==> config.mk <==
export PLATFORM = sky130hd
export DESIGN_NAME = hazard_detect_unit
export DESIGN_NICKNAME = d
export VERILOG_FILES = /design/src/rtl/hazard_detect_unit_pkg.sv /design/src/rtl/hazard_stage_rec.sv /design/src/rtl/hazard_detect_unit.sv
export SDC_FILE = /design/constraint.sdc
export NUM_CORES = 1
export LEC_CHECK = 0
export BUFFER_PORTS_ARGS = -buffer_cell sky130_fd_sc_hd__buf_2
export CAP_MARGIN = 0
export CORE_UTILIZATION = 54
export CTS_CLUSTER_DIAMETER = 60
export DETAILED_ROUTE_END_ITERATION = 16
export GPL_ROUTABILITY_DRIVEN = 1
export GPL_TIMING_DRIVEN = 0
export PLACE_DENSITY = 0.86
export RECOVER_POWER = 100
export SETUP_SLACK_MARGIN = 0.2
export SYNTH_ARGS = -nofsm -noshare
export SYNTH_HDL_FRONTEND = slang
export SYNTH_SLANG_ARGS = --single-unit
==> constraint.sdc <==
create_clock -name clk -period 4.5 [get_ports clk]
set_input_delay 0 -clock clk [delete_from_list [all_inputs] [get_ports clk]]
set_output_delay 0 -clock clk [all_outputs]
set_load 0.03 [all_outputs]
==> src/rtl/hazard_detect_unit_pkg.sv <==
// Shared definitions for the hazard detector and the forwarding unit:
// pipeline record layout, register width and stall FSM encodings.
package hazard_detect_unit_pkg;

    localparam int REG_W     = 5;
    localparam int REC_W     = 8;
    localparam int LCNT_W    = 3;

    localparam int REC_VALID = 0;
    localparam int REC_MEMRD = 1;
    localparam int REC_REGWR = 2;
    localparam int REC_DEST  = 3;

    localparam logic [0:0] HZ_IDLE  = 1'b0;
    localparam logic [0:0] HZ_STALL = 1'b1;

    typedef logic [REC_W-1:0] rec_t;

    localparam rec_t REC_EMPTY = '0;

    function automatic rec_t pack_rec(input logic             valid,
                                      input logic [REG_W-1:0] dest,
                                      input logic             mem_read,
                                      input logic             reg_write);
        rec_t r;
        r                     = '0;
        r[REC_VALID]          = valid;
        r[REC_MEMRD]          = mem_read;
        r[REC_REGWR]          = reg_write;
        r[REC_DEST +: REG_W]  = dest;
        return r;
    endfunction

endpackage

==> src/rtl/hazard_stage_rec.sv <==
// One in-flight pipeline record (EX or MEM); a bubble loads an empty record.
module hazard_stage_rec
    import hazard_detect_unit_pkg::*;
(
    input  logic clk,
    input  logic rst_n,
    input  rec_t rec_i,
    input  logic bubble_i,
    output rec_t rec_o
);

    rec_t rec_q;
    rec_t rec_d;

    assign rec_d = bubble_i ? REC_EMPTY : rec_i;

    always_ff @(posedge clk or negedge rst_n) begin
        if (!rst_n) begin
            rec_q <= REC_EMPTY;
        end else begin
            rec_q <= rec_d;
        end
    end

    assign rec_o = rec_q;

endmodule

==> src/rtl/hazard_detect_unit.sv <==
// ID-stage load-use hazard detector: tracks EX/MEM destination records and
// generates PC/IF-ID write enables, the ID/EX bubble and the branch flush.
module hazard_detect_unit
    import hazard_detect_unit_pkg::*;
#(
    parameter int LOAD_LAT = 1,   // legal range 1..7
    parameter int CNT_W    = 16
) (
    input  logic             clk,
    input  logic             rst_n,
    input  logic             id_valid,
    input  logic [REG_W-1:0] id_rs,
    input  logic [REG_W-1:0] id_rt,
    input  logic             id_uses_rs,
    input  logic             id_uses_rt,
    input  logic             id_is_store,
    input  logic             id_mem_read,
    input  logic             id_reg_write,
    input  logic [REG_W-1:0] id_dest,
    input  logic             ex_br_taken,
    output logic             pc_write,
    output logic             ifid_write,
    output logic             ifid_flush,
    output logic             idex_bubble,
    output logic             stall_active,
    output logic [CNT_W-1:0] stall_count
);

    localparam logic [LCNT_W-1:0] LAT_RELOAD = LCNT_W'(LOAD_LAT - 1);

    rec_t             id_rec;
    rec_t             ex_rec;
    rec_t             mem_rec_unused;
    logic [REG_W-1:0] ex_dest;
    logic             hazard;
    logic             stall;
    logic             stall_g;
    logic             flush_g;

    logic [0:0]        state_q,     state_d;
    logic [LCNT_W-1:0] lat_cnt_q,   lat_cnt_d;
    logic [CNT_W-1:0]  stall_cnt_q, stall_cnt_d;

    assign id_rec  = pack_rec(id_valid, id_dest, id_mem_read, id_reg_write);
    assign ex_dest = ex_rec[REC_DEST +: REG_W];

    // A store matching only on rt is served by forwarding, so it never stalls.
    assign hazard = ex_rec[REC_VALID] && ex_rec[REC_MEMRD] && (ex_dest != '0) && id_valid &&
                    ((id_uses_rs && (id_rs == ex_dest)) ||
                     (id_uses_rt && (id_rt == ex_dest) && !id_is_store));

    always_comb begin
        state_d   = state_q;
        lat_cnt_d = lat_cnt_q;
        stall     = 1'b0;
        if (ex_br_taken) begin
            state_d   = HZ_IDLE;
            lat_cnt_d = '0;
        end else if (state_q == HZ_STALL) begin
            stall     = 1'b1;
            lat_cnt_d = lat_cnt_q - LCNT_W'(1);
            if (lat_cnt_d == '0) begin
                state_d = HZ_IDLE;
            end
        end else if (hazard) begin
            stall     = 1'b1;
            lat_cnt_d = LAT_RELOAD;
            state_d   = (LOAD_LAT > 1) ? HZ_STALL : HZ_IDLE;
        end
    end

    assign stall_cnt_d = (stall && (stall_cnt_q != '1)) ? stall_cnt_q + CNT_W'(1) : stall_cnt_q;

    always_ff @(posedge clk or negedge rst_n) begin
        if (!rst_n) begin
            state_q     <= HZ_IDLE;
            lat_cnt_q   <= '0;
            stall_cnt_q <= '0;
        end else begin
            state_q     <= state_d;
            lat_cnt_q   <= lat_cnt_d;
            stall_cnt_q <= stall_cnt_d;
        end
    end

    // Stalled or flushed cycles push an empty record into EX.
    hazard_stage_rec u_ex_rec (
        .clk      (clk),
        .rst_n    (rst_n),
        .rec_i    (id_rec),
        .bubble_i (stall | ex_br_taken),
        .rec_o    (ex_rec)
    );

    // MEM record mirrors the pipeline for the forwarding unit; not read here.
    hazard_stage_rec u_mem_rec (
        .clk      (clk),
        .rst_n    (rst_n),
        .rec_i    (ex_rec),
        .bubble_i (1'b0),
        .rec_o    (mem_rec_unused)
    );

    // Outputs fall back to their reset values while rst_n is held low.
    assign stall_g      = stall & rst_n;
    assign flush_g      = ex_br_taken & rst_n;
    assign pc_write     = ~stall_g;
    assign ifid_write   = ~stall_g;
    assign ifid_flush   = flush_g;
    assign idex_bubble  = stall_g | flush_g;
    assign stall_active = stall_g;
    assign stall_count  = stall_cnt_q;

endmodule
==> impl_metrics.csv <==
group,metric,value,unit
worst_setup_path,r2r_end,"stall_count[5]$_DFFE_PN0P_",
job,drv_cap,0,
final_layout,fin_area,1710,um^2
power_and_ir_drop,clkPwrFrac,0.268,
clock_tree,clkTransAtPathRegs,0.14,ns
worst_setup_path,arrival,2.81,ns
power_and_ir_drop,p_leak,0.800,nW
timing,holdWs,0.0185,ns
final_layout,nets,216,
worst_setup_path,r2r_start,"u_ex_rec.rec_o[3]$_DFF_PN0_",
logic_synthesis,synth_area,1400,um^2
clock_tree,clock_path_buffers,2,
detailed_routing,ant_nets,0,
grt,antenna_found_initial,0,
logic_synthesis,ys_seq_elements,27,
worst_setup_path,cp_slowest_cell,"a31oi_1",
logic_synthesis,synth_flop_cell,"dfrtp_1",
final_layout,syn2layout_area_growth,21.8,%
floorplanning,ios,45,
logic_synthesis,syn-num-nets,159,
timing,maxSlewHeadroom,0.0111,
grt,grtUsageTotal,0.247,
floorplanning,die_w,52.9,um
clock_tree,clkSinkCount,27,
placed_design,post_dp_cell_area,1650,um^2
floorplanning,start_util,0.571,
final_layout,diodes,0,
detailed_routing,routed_wl,3010,um
timing,setup_violations,0,
grt,grt_start_max_net_pins,29,
floorplanning,rows,18,
power_and_ir_drop,pwr-share-comb,0.103,
logic_synthesis,synth_async_sr_flop_share,1.00,
final_layout,fill_cells,201,
final_layout,final_cells,218,
final_layout,utilization,0.695,
worst_setup_path,critPathCapture,"pc_write",
power_and_ir_drop,p_int,0.301,mW
timing,fmax,0.356,GHz
logic_synthesis,yosysWarnings,0,
worst_setup_path,crit_path_cell_trace,"xnor2_1 -> nand4_1 -> o22ai_1 -> a31oi_1 -> clkbuf_1 -> or2_2 -> buf_4 -> clkbuf_1",
timing,slew_violations,0,
timing,tightest_slew,1.48,ns
power_and_ir_drop,ir_worst_vdd,0.000184,V
worst_setup_path,cp_data_required_time,4.50,ns
logic_synthesis,synth_seq_area_share,0.482,
clock_tree,post_cts_resized,0,
timing,finClkSkew,0.00294,ns
detailed_routing,drcViolationCount,0,
detailed_routing,firstDrtPassIters,4,
detailed_routing,drt_iter0_drc,9,
logic_synthesis,synth-edff-count,0,
logic_synthesis,avgSynthCellArea,10.6,um^2
run_status,outcome,"finished, final reports clean",
floorplanning,dieHeight,52.9,um
logic_synthesis,synth_area_leader_cell,"dfrtp_1",
placed_design,port_buffers,43,
clock_tree,cts_max_level,1,
worst_setup_path,crit_buf_inv,3,
min_path,hold_path_depth,4,
worst_setup_path,r2r_cells,7,
clock_tree,numCtsBuffers,3,
clock_tree,clkLatencyLatePin,0.33,ns
final_layout,drive_above_1_share,0.165,
logic_synthesis,synthTopCellsByCount,"27 x dfrtp_1, 13 x xnor2_1, 11 x xor2_1",
worst_setup_path,cp_max_fo,10,
floorplanning,coreArea,2450,um^2
power_and_ir_drop,p_switching,0.0957,mW
worst_setup_path,critPathMostFrequentCell,"clkbuf_1",
timing,rsz0062_at_grt,"false",
placed_design,place_congestion,0.788,
worst_setup_path,cp-start-kind,"flop",
logic_synthesis,synthDistinctLibCells,33,
worst_setup_path,slowest_delay,0.58,ns
floorplanning,die_area,2800,um^2
min_path,hold_path.class,"in -> reg",
detailed_routing,vias,1162,
grt,grt_first_pass_wirelength,5010,um
logic_synthesis,synth_top_cell_area_share,0.482,
grt,overflow,0,
logic_synthesis,synth_area_leaders,"dfrtp_1 48%, xnor2_1 8.1%, xor2_1 6.9%, and2_1 3.1%, nand3_1 2.9%",
logic_synthesis,synth_most_common_cell,"dfrtp_1",
placed_design,place_inst,205,
detailed_routing,route.detailed.wl_per_inst,13.8,um
clock_tree,cts.root.buffer_cell,"clkbuf_4",
clock_tree,cts_tree,"built",
grt,grt_pass1_vias,1154,
timing,fin_setup_tns,0,ns
timing,fin_crit,2.81,ns
power_and_ir_drop,switching_share,0.241,
power_and_ir_drop,power.density,232,nW/um^2
power_and_ir_drop,sequentialPowerShare,0.629,
logic_synthesis,synthCells,132,
worst_setup_path,reg2reg_slack,2.22,ns
placed_design,hpwl,2150,um
worst_setup_path,worstSetupStartpoint,"u_ex_rec.rec_o[3]$_DFF_PN0_",
worst_setup_path,path_class,"reg -> out",
timing,post-route-period-util,0.624,
worst_setup_path,critical-path-top-delay-family,"buffers and inverters",
worst_setup_path,end_kind,"primary output",
worst_setup_path,crit_cells,8,
timing,hold_violations,0,
detailed_routing,vias_per_cell,5.33,
worst min path at each step:
stage	startpoint	to	slack [ns]
floorplan	rst_n	lat_cnt_q[0]$_DFFE_PN0P_	-0.30
global placement	rst_n	stall_count[9]$_DFFE_PN0P_	0.03
detailed placement	rst_n	stall_count[9]$_DFFE_PN0P_	0.04
CTS	ex_br_taken	state_q$_DFF_PN0_	0.04
global route	ex_br_taken	state_q$_DFF_PN0_	0.04
finish	ex_br_taken	state_q$_DFF_PN0_	0.02
power by group through the flow:
stage | sequential (mW) | combinational [mW] | clock [mW]
2_1_floorplan | 0.254 | 0.0175 | 0
5_1_grt | 0.250 | 0.0455 | 0.120
6_report | 0.249 | 0.0409 | 0.106
3_3_place_gp | 0.254 | 0.0347 | 0
3_5_place_dp | 0.254 | 0.0361 | 0
4_1_cts | 0.249 | 0.0422 | 0.110
repair_timing:
| item | CTS | global route |
|---|---|---|
| setup buffers | 0 | 0 |
| hold buffers | 9 | 0 |
| endpoints found under the hold margin | 34 | 0 |
through the flow:
step,setup WS [ns],power [mW]
2_1_floorplan,2.62,0.271
3_3_place_gp,2.57,0.288
3_5_place_dp,2.51,0.290
4_1_cts,2.17,0.402
5_1_grt,1.48,0.415
6_report,1.69,0.397
layer usage:
layer  global-route usage  vias up  part of all wire
li1                     -      563                 -
met4                0.114        0             0.022
met5                    0        -                 0
met2                0.437       30              0.53
met1                0.287      563              0.41
met3               0.0402        6             0.036
cells in the final DEF (no fill, tap or decap), types with 2 or more instances in the layout:
cell type	count
xor2_1	11
clkbuf_4	3
o21ai_0	3
nand3_1	8
clkbuf_1	24
inv_1	7
and2_0	5
xnor2_1	13
nor3b_1	2
mux2_2	3
nor2_1	8
nor4_1	4
and2_1	2
dfrtp_1	27
ha_1	3
nand2_1	9
buf_2	21
a21oi_1	2
dlygate4sd3_1	9
nor3_1	6
nand4_1	4
final cells by class:
type | count | area [um^2] | share of cell area
clock inverters | 1 | 5.00 | 0.00293
inverters | 7 | 26.3 | 0.0154
multi-input cells | 95 | 647 | 0.379
repair buffers | 52 | 278 | 0.163
plain buffers | 3 | 15.0 | 0.00880
flip-flops and latches | 27 | 676 | 0.396
well taps | 30 | 37.5 | 0.0220
clock buffers | 3 | 22.5 | 0.0132
registers in the layout, summed over array words and instances, names as in the netlist:
| name | cells |
|---|---|
| stall_count | 16 |
| u_ex_rec.rec_o | 7 |
| lat_cnt_q | 3 |
| state_q | 1 |
cell families (layout without fill, tap and decap cells):
group | Yosys count | count (layout) | synth area share
AO/OA/AOI/OAI | 9 | 9 | 0.0536
XOR/XNOR | 24 | 24 | 0.150
adder cells (fa/ha/maj) | 3 | 3 | 0.0268
buffers and inverters | 10 | 66 | 0.0348
flip-flops | 27 | 27 | 0.482
multiplexers | 3 | 3 | 0.0241
AND/OR/NAND/NOR | 56 | 56 | 0.229
worst register-to-register path, delay by kind of cell (launching register included):
family	cells	cell delay [ns]
simple gates	2	0.51
compound gates	2	0.56
buf+inv	1	0.33
xor+xnor	2	0.39
flops	1	0.44
Power figures use the tool's default switching activity.
